$ cat config.mk
export PLATFORM = sky130hd
export DESIGN_NAME = mdr_engine
export DESIGN_NICKNAME = d
export VERILOG_FILES = /design/src/rtl/mdr_engine_pkg.sv /design/src/rtl/mdr_step.sv /design/src/rtl/mdr_engine.sv
export SDC_FILE = /design/constraint.sdc
export NUM_CORES = 1
export LEC_CHECK = 0
export ABC_AREA = 1
export ABC_CLOCK_PERIOD_IN_PS = 3000
export CAP_MARGIN = 10
export CORE_MARGIN = 10
export CORE_UTILIZATION = 60
export CTS_CLUSTER_SIZE = 10
export DETAILED_ROUTE_END_ITERATION = 16
export HOLD_SLACK_MARGIN = 0.1
export PLACE_DENSITY = 0.91
export SLEW_MARGIN = 5
export SYNTH_ARGS = -nofsm -noshare
export SYNTH_HDL_FRONTEND = slang
export SYNTH_SLANG_ARGS = --single-unit
$ cat constraint.sdc
create_clock -name clk -period 3 [get_ports clk]
set_input_delay 0.45 -clock clk [delete_from_list [all_inputs] [get_ports clk]]
set_output_delay 0.45 -clock clk [all_outputs]
set_load 0.005 [all_outputs]
$ cat src/rtl/mdr_engine_pkg.sv
// Shared types for the iterative multiply / divide / square-root engine.
package mdr_engine_pkg;

  typedef enum logic [1:0] {
    OP_MUL  = 2'b00,
    OP_DIV  = 2'b01,
    OP_SQRT = 2'b10,
    OP_BAD  = 2'b11
  } op_e;

  typedef enum logic [1:0] {
    IDLE,
    LOAD,
    RUN,
    DONE
  } mdr_state_e;

  localparam int MDR_N_DEFAULT = 8;

endpackage

$ cat src/rtl/mdr_step.sv
// One combinational iteration of Booth multiply, restoring divide or restoring square root.
module mdr_step import mdr_engine_pkg::*; #(
  parameter int N = MDR_N_DEFAULT
) (
  input  op_e            op_i,
  input  logic [N+1:0]   a_i,
  input  logic [N-1:0]   q_i,
  input  logic           qm1_i,
  input  logic [N+1:0]   m_i,
  input  logic [N/2-1:0] root_i,
  output logic [N+1:0]   a_o,
  output logic [N-1:0]   q_o,
  output logic           qm1_o,
  output logic [N/2-1:0] root_o
);

  logic [N+1:0] booth_sum;
  logic [N+1:0] div_sh;
  logic [N+1:0] div_trial;
  logic [N+1:0] sq_sh;
  logic [N+1:0] sq_trial;
  logic [N+1:0] sq_diff;

  always_comb begin
    booth_sum = a_i;
    case ({q_i[0], qm1_i})
      2'b01:   booth_sum = a_i + m_i;
      2'b10:   booth_sum = a_i - m_i;
      default: booth_sum = a_i;
    endcase
  end

  assign div_sh    = {a_i[N:0], q_i[N-1]};
  assign div_trial = div_sh - m_i;

  // Two radicand bits enter the partial remainder; trial is {root, 01}.
  assign sq_sh    = {a_i[N-1:0], q_i[N-1:N-2]};
  assign sq_trial = {{(N/2){1'b0}}, root_i, 2'b01};
  assign sq_diff  = sq_sh - sq_trial;

  always_comb begin
    a_o    = a_i;
    q_o    = q_i;
    qm1_o  = qm1_i;
    root_o = root_i;
    case (op_i)
      OP_MUL: begin
        a_o   = {booth_sum[N+1], booth_sum[N+1:1]};
        q_o   = {booth_sum[0], q_i[N-1:1]};
        qm1_o = q_i[0];
      end
      OP_DIV: begin
        q_o = {q_i[N-2:0], ~div_trial[N+1]};
        a_o = div_trial[N+1] ? div_sh : div_trial;
      end
      OP_SQRT: begin
        q_o = {q_i[N-3:0], 2'b00};
        if (sq_diff[N+1]) begin
          a_o    = sq_sh;
          root_o = {root_i[N/2-2:0], 1'b0};
        end else begin
          a_o    = sq_diff;
          root_o = {root_i[N/2-2:0], 1'b1};
        end
      end
      default: ;
    endcase
  end

endmodule

$ cat src/rtl/mdr_engine.sv
// Iterative MUL/DIV/SQRT engine: A/Q/M registers, iteration counter and control FSM.
// Define MDR_SIGNED_DIV_EN for two's-complement division (magnitude divide plus sign fix-up).
module mdr_engine import mdr_engine_pkg::*; #(
  parameter int N = MDR_N_DEFAULT
) (
  input  logic           clk,
  input  logic           rst,
  input  logic           start,
  input  logic [1:0]     op,
  input  logic [N-1:0]   data_x,
  input  logic [N-1:0]   data_y,
  output logic           busy,
  output logic           done,
  output logic           error,
  output logic [2*N-1:0] result
);

  localparam int H  = N / 2;
  localparam int CW = $clog2(N);
  localparam logic [CW-1:0] CNT_FULL = CW'(N - 1);
  localparam logic [CW-1:0] CNT_HALF = CW'(H - 1);

  mdr_state_e     state_q;
  op_e            op_q;
  logic [N-1:0]   x_q, y_q;
  logic [N+1:0]   a_q, m_q;
  logic [N-1:0]   q_q;
  logic           qm1_q;
  logic [H-1:0]   root_q;
  logic [CW-1:0]  cnt_q;
  logic           busy_q, done_q, err_q;
  logic [2*N-1:0] res_q;

  logic [N+1:0]   a_d;
  logic [N-1:0]   q_d;
  logic           qm1_d;
  logic [H-1:0]   root_d;
  logic [2*N-1:0] res_d;
  logic           err_d;
  logic [N-1:0]   div_x, div_y;

`ifdef MDR_SIGNED_DIV_EN
  logic quo_neg_q, rem_neg_q, ovf_q;
  logic ovf_load;

  assign div_x    = x_q[N-1] ? -x_q : x_q;
  assign div_y    = y_q[N-1] ? -y_q : y_q;
  // Most-negative / -1 has no representable positive quotient.
  assign ovf_load = (x_q == {1'b1, {(N-1){1'b0}}}) && (&y_q);
`else
  assign div_x = x_q;
  assign div_y = y_q;
`endif

  mdr_step #(.N(N)) u_step (
    .op_i   (op_q),
    .a_i    (a_q),
    .q_i    (q_q),
    .qm1_i  (qm1_q),
    .m_i    (m_q),
    .root_i (root_q),
    .a_o    (a_d),
    .q_o    (q_d),
    .qm1_o  (qm1_d),
    .root_o (root_d)
  );

  // Result as it will look after the final RUN step.
  always_comb begin
    res_d = '0;
    err_d = 1'b0;
    case (op_q)
      OP_MUL:  res_d = {a_d[N-1:0], q_d};
      OP_DIV: begin
`ifdef MDR_SIGNED_DIV_EN
        res_d = {(rem_neg_q ? -a_d[N-1:0] : a_d[N-1:0]),
                 (quo_neg_q ? -q_d : q_d)};
        err_d = ovf_q;
`else
        res_d = {a_d[N-1:0], q_d};
`endif
      end
      OP_SQRT: res_d = {a_d[N-1:0], {(N-H){1'b0}}, root_d};
      default: ;
    endcase
  end

  always_ff @(posedge clk or posedge rst) begin
    if (rst) begin
      state_q <= IDLE;
      op_q    <= OP_MUL;
      x_q     <= '0;
      y_q     <= '0;
      a_q     <= '0;
      m_q     <= '0;
      q_q     <= '0;
      qm1_q   <= 1'b0;
      root_q  <= '0;
      cnt_q   <= '0;
      busy_q  <= 1'b0;
      done_q  <= 1'b0;
      err_q   <= 1'b0;
      res_q   <= '0;
`ifdef MDR_SIGNED_DIV_EN
      quo_neg_q <= 1'b0;
      rem_neg_q <= 1'b0;
      ovf_q     <= 1'b0;
`endif
    end else begin
      done_q <= 1'b0;
      case (state_q)
        IDLE: begin
          if (start) begin
            op_q    <= op_e'(op);
            x_q     <= data_x;
            y_q     <= data_y;
            busy_q  <= 1'b1;
            state_q <= LOAD;
          end
        end
        LOAD: begin
          a_q     <= '0;
          qm1_q   <= 1'b0;
          root_q  <= '0;
          cnt_q   <= CNT_FULL;
          q_q     <= y_q;
          m_q     <= {{2{x_q[N-1]}}, x_q};
          state_q <= RUN;
          case (op_q)
            OP_DIV: begin
              q_q <= div_x;
              m_q <= {2'b00, div_y};
`ifdef MDR_SIGNED_DIV_EN
              quo_neg_q <= x_q[N-1] ^ y_q[N-1];
              rem_neg_q <= x_q[N-1];
              ovf_q     <= ovf_load;
`endif
              if (y_q == '0) begin
                state_q <= DONE;
                done_q  <= 1'b1;
                busy_q  <= 1'b0;
                err_q   <= 1'b1;
                res_q   <= {x_q, {N{1'b1}}};
              end
            end
            OP_SQRT: begin
              q_q   <= x_q;
              m_q   <= '0;
              cnt_q <= CNT_HALF;
            end
            OP_BAD: begin
              state_q <= DONE;
              done_q  <= 1'b1;
              busy_q  <= 1'b0;
              err_q   <= 1'b1;
              res_q   <= '0;
            end
            default: ;
          endcase
        end
        RUN: begin
          a_q    <= a_d;
          q_q    <= q_d;
          qm1_q  <= qm1_d;
          root_q <= root_d;
          if (cnt_q == '0) begin
            state_q <= DONE;
            done_q  <= 1'b1;
            busy_q  <= 1'b0;
            res_q   <= res_d;
            err_q   <= err_d;
          end else begin
            cnt_q <= cnt_q - 1'b1;
          end
        end
        DONE:    state_q <= IDLE;
        default: state_q <= IDLE;
      endcase
    end
  end

  assign busy   = busy_q;
  assign done   = done_q;
  assign error  = err_q;
  assign result = res_q;

endmodule

==> run metrics, run 1 <==
Final nets 893; Area Growth Syn to Fin 13.70%; first-pass GRT wire length 27930 um; CP Capture Type flip-flop; Num CTS Buffers 9; Max clock buf depth 2; Worst Path Max Fanout 7; status finished clean; most used cell along the critical path nand2_1; antenna violations before repair 0; CP max stage cell dfrtp_1; final setup violation count 0; busiest grt layer met2; post-synth top area share 0.3256; total track usage 0.2421; routed vias/inst 6.040; switching share of total power 0.5401; critical path type reg -> reg; worst vdd ir 1.320 mV; RSZ-0062 raised after global routing no; final core occ 0.6999; die height 117.4 um; Syn Inst Count 794; most frequent cells after synthesis nand2_1 (156), inv_1 (112), a21oi_1 (83); hold-fix buffer count after cts 0; Hold Crit Class in -> async; Routed WL 17270 um; crit share post-route 0.9107; area leader, netlist dfrtp_1; GR Layer Usage met3 0.05276; Period minus WS final 2.732 ns; num rows 35; Max-Cap Viols 0; sequential share of power 0.206; r2r worst-path depth 21; clock transition at the registers of the reported paths 0.09 ns; syn_nets 855; top post-synthesis cells by area dfrtp_1 (33%), nand2_1 (10%), ha_1 (8.4%); Post-synth ARST share 1.000; final cell count without fillers 966; PortBufs 39; CTS Root Cell clkbuf_8; WL/cell 17.88 um; Yosys cell types 41; R2R Path End a_q[8]; CTS tree built; Req. time, crit path 3.26 ns; Final Hold Fails 0; Final WS setup 0.2679 ns; H-tree depth 3; vias in the first global route 5668; reported leakage power 3.171 nW; synthesized flop and latch total 74; CTS Sinks 74; Clock Power Share 0.099; GRT overflow 0; Main synth FF type dfrtp_1; GPL Wtd Cong 1.003; cell area after synthesis 5688 um2; pre-CTS WS 0.09601 ns; DIE AREA 13770 um2; DIE WIDTH 117.4 um; Top Ports 40; core box area 9240 um2; layout cells sized above 1 0.09319; R2R Path Start m_q[1]; DP Wirelength 13260 um; fin. max-slew vios 0; critical-path cell list inv_4, ha_1, nand3_1, nor2_2, a21oi_1, xor2_1, inv_1, ha_2, nand2_1, nor2_1, nand2_1, nand2_1, nand2_1, nand2_1, nand2_1, nand3_1, nand2_1, nand3_1, nand2_1, nand2_1, nand2_1; Largest stage delay, worst path 0.41 ns; Worst-Skew Late Latency 0.36 ns; Via Count 5835; Seq/Total Area, Yosys 0.3256; Mean Syn Cell Area 7.164 um2; # DRC 0; worst slew pin tran 0.8589 ns; P_sw 4.787 mW; Pre-antenna DRT Iters 7; DP Cell Count 949; Final ANT Viol Nets 0; initial core utilization 0.6156; Setup crit start m_q[1]; Max Freq 366.0 MHz; total internal power 4.076 mW; setup TNS 0 ns; Startpoint Class flip-flop; max_slew headroom 0.4260; met2 Use GR 0.4007; worst hold slack 0.4876 ns; PD cells 1370 nW/um2; count leader, synth nand2_1; reg2reg setup slack 0.27 ns; ant diodes 0; post-route clock skew 0.01292 ns; met1 global-route usage 0.2853; Logic pwr share 0.695; warnings from Yosys 0; critical path arrival 2.99 ns; Post-synth EDFFs 0; largest net degree at the start of global routing 75; DRT iter0 DRCs 615
-- stage by stage --
stage / power [mW] / area [um2]
5_1_grt: 9.550 / 6467
4_1_cts: 8.665 / 6449
3_3_place_gp: 7.549 / 6230
6_report: 8.863 / 6467
3_5_place_dp: 7.757 / 6230
2_1_floorplan: 6.025 / 5688
-- power by group through the flow --
stage,registers (mW),clock network [mW],logic (mW)
2_1_floorplan,1.71,0,4.31
3_3_place_gp,1.79,0,5.76
3_5_place_dp,1.81,0,5.94
4_1_cts,1.80,0.876,5.99
5_1_grt,1.85,0.916,6.78
6_report,1.82,0.881,6.16
-- logic make-up (layout without fill, tap and decap cells) --
group                    Yosys count  count (layout)  synth area share
multiplexers                       5               5          0.009898
AND/OR/NAND/NOR                  338             338            0.2651
adder cells (fa/ha/maj)           40              40           0.09063
buffers and inverters            147             190            0.1016
AO/OA/AOI/OAI                    176             176            0.1843
flip-flops                        74              74            0.3256
XOR/XNOR                          14              14           0.02288
-- layout make-up --
cell class | count | area, um2
Clock buffer | 10 | 127.6
Clock inverter | 6 | 91.34
Fill cell | 731 | 2773
Inverter | 120 | 452.9
Multi-Input combinational cell | 573 | 3267
Sequential cell | 74 | 1852
Tap cell | 129 | 161.4
Timing Repair Buffer | 54 | 515.5
-- flip-flops by register name, summed over array words and instances, names as in the netlist --
signal   count
result      16
a_q         10
m_q          9
div_x        8
div_y        8
q_q          8
root_q       4
cnt_q        3
op_q         2
state_q      2
busy         1
done         1
error        1
qm1_q        1
-- timing repair --
item,CTS,global route
buffers inserted,0,1
resized for setup,0,5
setup endpoints to repair,0,7
-- per-layer routing --
layer,up-vias,share of wire
met4,0,0.052
li1,2715,-
met1,2694,0.39
met2,345,0.47
met3,81,0.091
met5,-,0
-- placed cells by master, fill, tap and decap left out, drive strengths merged, types with 2 or more instances in the layout --
cell	Yosys	final
o211ai	13	13
buf	12	15
xnor2	4	4
nor2	72	72
bufinv	0	2
mux2	5	5
o21ai	39	39
clkdlybuf4s50	0	39
fa	2	2
nand4	12	12
a21oi	92	92
ha	38	38
o22ai	12	12
o221ai	13	13
clkinvlp	0	3
a31oi	3	3
nand2	164	164
nand3	82	82
nand3b	4	4
dfrtp	74	74
clkinv	1	2
inv	119	119
a221oi	2	2
xor2	10	10
nor3	3	3
clkbuf	15	10
-- how the worst max path moves through the flow --
stage,slack [ns],to,depth (start not counted)
finish,0.27,a_q[8],21
global route,0.004,a_q[8],19
CTS,0.08,a_q[8],21
detailed placement,0.1,a_q[8],20
global placement,0.11,a_q[8],20
floorplan,0.47,a_q[0],14
-- critical path: cells and delay by family, from the launching register on --
family                   cells  cell delay, ns
AO/OA/AOI/OAI                1            0.08
XOR/XNOR                     1            0.19
adder cells (fa/ha/maj)      2            0.55
buffers and inverters        2            0.18
flip-flops                   1            0.41
AND/OR/NAND/NOR             15            1.22
Power figures use the tool's default switching activity.
==> run 2, diff against run 1 <==
- SYNTH_HIERARCHICAL: unset -> 1
==> run 2 against run 1 <==
Against the previous run: die area up 2.0%; first-iteration DRC count up 43%; clock skew increased by 0.0017 ns; sequential cell count stayed put; clock-buffer cell count is the same; synthesized cell count is 3.9% higher; design area increased by 3.1%; via count rose by 5.6%; routed wire length increased by 2.8%; critical endpoint is now result[15].
==> run metrics, run 2 <==
Final nets 924 (+3.5%); number of cells on the critical path 17 (-19%); Routed WL 17750 um (+2.8%); Final ANT Viol Nets 0 (unchanged); Period minus WS final 2.848 ns (+0.1163 ns); antenna violations before repair 0 (unchanged); most used cell along the critical path nand2_1; Final Cell Area 6665 um2 (+3.1%); CTS tree built; worst slew pin tran 0.7885 ns (-0.07042 ns); Setup crit start qm1_q; Seq/Total Area, Yosys 0.3179 (-0.007692); DIE WIDTH 118.5 um (+1.0%); hold-fix buffer count after cts 0 (unchanged); WL/cell 17.79 um (-0.49%); RSZ-0062 raised after global routing yes; Max clock buf depth 2 (unchanged); routed vias/inst 6.175 (+2.2%); area leader, netlist dfrtp_1; first-pass GRT wire length 28750 um (+2.9%); final setup violation count 0 (unchanged); critical path type reg -> reg; R2R Path Start qm1_q; Req. time, crit path 3.26 ns (about the same); Max-Cap Viols 0 (unchanged); vias in the first global route 5793 (+2.2%); Startpoint Class flip-flop; top post-synthesis cells by area dfrtp_1 (32%), nand2_1 (14%), ha_1 (7.9%); Via Count 6163 (+5.6%); Syn Inst Count 825 (+3.9%); largest net degree at the start of global routing 51 (-32%); synthesized flop and latch total 74 (unchanged); total track usage 0.2450 (+0.002886); most common cell after layout, fill and taps aside nand2_1; Mean Syn Cell Area 7.061 um2 (-1.4%); Largest stage delay, worst path 0.40 ns (about the same); Top Ports 40 (unchanged); CP Capture Type flip-flop; num rows 35 (unchanged); setup TNS 0 ns (unchanged); Worst Path Max Fanout 7 (unchanged); Bufs and invs on worst path 2 (unchanged); Max Freq 351.1 MHz (-4.1%); syn_nets 885 (+3.5%); CTS Root Cell clkbuf_8; R2R Path End result[15]; initial core utilization 0.6245 (+0.008975); Post-synth ARST share 1.000 (unchanged); CP max stage cell dfrtp_1; crit path to result[15]; count leader, synth nand2_1; Hold Crit Class in -> async; critical path arrival 3.11 ns (+0.12 ns); max_slew headroom 0.4731 (+0.04706); Post-synth EDFFs 0 (unchanged); area post-placement 6374 um2 (+2.3%); Yosys cell types 42 (+2.4%); Area Growth Syn to Fin 14.41%; GRT overflow 0 (unchanged); H-tree depth 3 (unchanged); GPL Wtd Cong 0.9602 (-4.2%); Num CTS Buffers 9 (unchanged); CTS Sinks 74 (unchanged); DIE AREA 14050 um2 (+2.0%); cell area after synthesis 5826 um2 (+2.4%); # DRC 0 (unchanged); r2r worst-path depth 17 (-19%); Largest register FFs 16 (unchanged); commonest cells after routing, fill and taps aside nand2_1 (212), nand3_1 (90), inv_1 (85); layout cells sized above 1 0.1105 (+0.01728); most frequent cells after synthesis nand2_1 (213), nand3_1 (90), inv_1 (88); reg2reg setup slack 0.15 ns (-0.12 ns); Pre-antenna DRT Iters 9 (+2); Main synth FF type dfrtp_1; die height 118.5 um (+1.0%); Fillers 727 (-0.55%); DP Wirelength 12960 um (-2.2%); fin. max-slew vios 0 (unchanged); post-route clock skew 0.01467 ns (+0.001749 ns); status finished clean; crit share post-route 0.9495 (+0.03877); Final Hold Fails 0 (unchanged); post-synth top area share 0.3179 (-0.007692); warnings from Yosys 6 (+6); PortBufs 39 (unchanged); clock transition at the registers of the reported paths 0.09 ns (about the same); ant diodes 0 (unchanged); CP delay by family, top simple AND/OR/NAND/NOR gates; core box area 9328 um2 (+0.95%); Worst-Skew Late Latency 0.36 ns (about the same); critical-path cell list inv_1, ha_2, inv_1, nand2_2, nand2_1, xor2_1, ha_1, nand2_1, or2_2, nand3_1, xor2_1, o21ai_0, nand4_1, nand4_1, nand2_1, nand3_1, nand2_1; DRT iter0 DRCs 882 (+43%)
run 2: changes by cell type in the layout (fill, tap and decap cells not counted), sizes merged, moves of 5 or more:
cell / delta
a21oi: -20
nor2: -6
nand4: +6
nand3: +12
inv: -26
o2111ai: +5
o21ai: +9
o221ai: -13
o22ai: -10
nand2: +57
mux2: +7
run 2: final cells by class:
class / count / area, um2 / area share
Clock buffer: 10 / 137.6 / 0.02065
Clock inverter: 6 / 95.09 / 0.01427
Inverter: 92 / 345.3 / 0.05181
Multi-Input combinational cell: 631 / 3541 / 0.5313
Sequential cell: 74 / 1854 / 0.2782
Tap cell: 129 / 161.4 / 0.02422
Timing Repair Buffer: 56 / 530.5 / 0.07959
run 2: cell families (layout without fill, tap and decap cells):
group / count (synthesis) / in the layout / synth area share
DFF: 74 / 74 / 0.3179
muxes: 12 / 12 / 0.02320
xor gates and xnor gates: 17 / 17 / 0.02685
adders and majority gates: 39 / 39 / 0.08634
buffers and inverters: 120 / 164 / 0.08398
AOI/OAI and AO/OA: 146 / 146 / 0.1437
and+or+nand+nor: 417 / 417 / 0.3181
run 2: worst register-to-register path, delay by kind of cell, from the launching register on:
family / cells / cell delay, ns
adder cells (fa/ha/maj): 2 / 0.61
AO/OA/AOI/OAI: 1 / 0.15
XOR/XNOR: 2 / 0.25
buffers and inverters: 2 / 0.19
flip-flops: 1 / 0.40
AND/OR/NAND/NOR: 10 / 1.14
run 2: layer usage:
metal / vias up / GRT usage / share of wire
met4: 0 / 0.1130 / 0.045
met2: 429 / 0.4011 / 0.47
met3: 85 / 0.04474 / 0.095
li1: 2830 / - / -
met5: - / 0 / 0
met1: 2819 / 0.3063 / 0.39
run 2: metrics by stage:
stage	worst slack (ns)	std cells	utilization	hold slack, ns
finish	0.1516	998	0.7146	0.4504
global route	-0.009783	998	0.7146	0.5050
CTS	0.1059	998	0.7082	0.4607
detailed placement	0.1331	982	0.6833	0.4641
global placement	0.1073	982	0.6833	0.4553
floorplan	0.2917	825	-	0.4491
run 2: timing repair:
action | 4_1_cts | 5_1_grt
buffers inserted | 0 | 0
gates resized for setup | 0 | 21
endpoints found under the hold margin | 0 | 0
endpoints found under the setup margin | 0 | 11
run 2: worst min-delay path by stage:
| stage | from | end | slack (ns) | cells after the start |
|---|---|---|---|---|
| floorplan | qm1_q | qm1_q | 0.45 | 2 |
| global placement | result[9] | result[9] | 0.46 | 2 |
| detailed placement | result[7] | result[7] | 0.46 | 2 |
| CTS | rst | result[7] | 0.46 | 2 |
| global route | rst | result[3] | 0.51 | 2 |
| finish | rst | result[10] | 0.45 | 2 |
Power of run 2 is left out: the tool's default activity adds up to more than one toggle a clock period on the data nets, which glitch-free logic cannot reach.
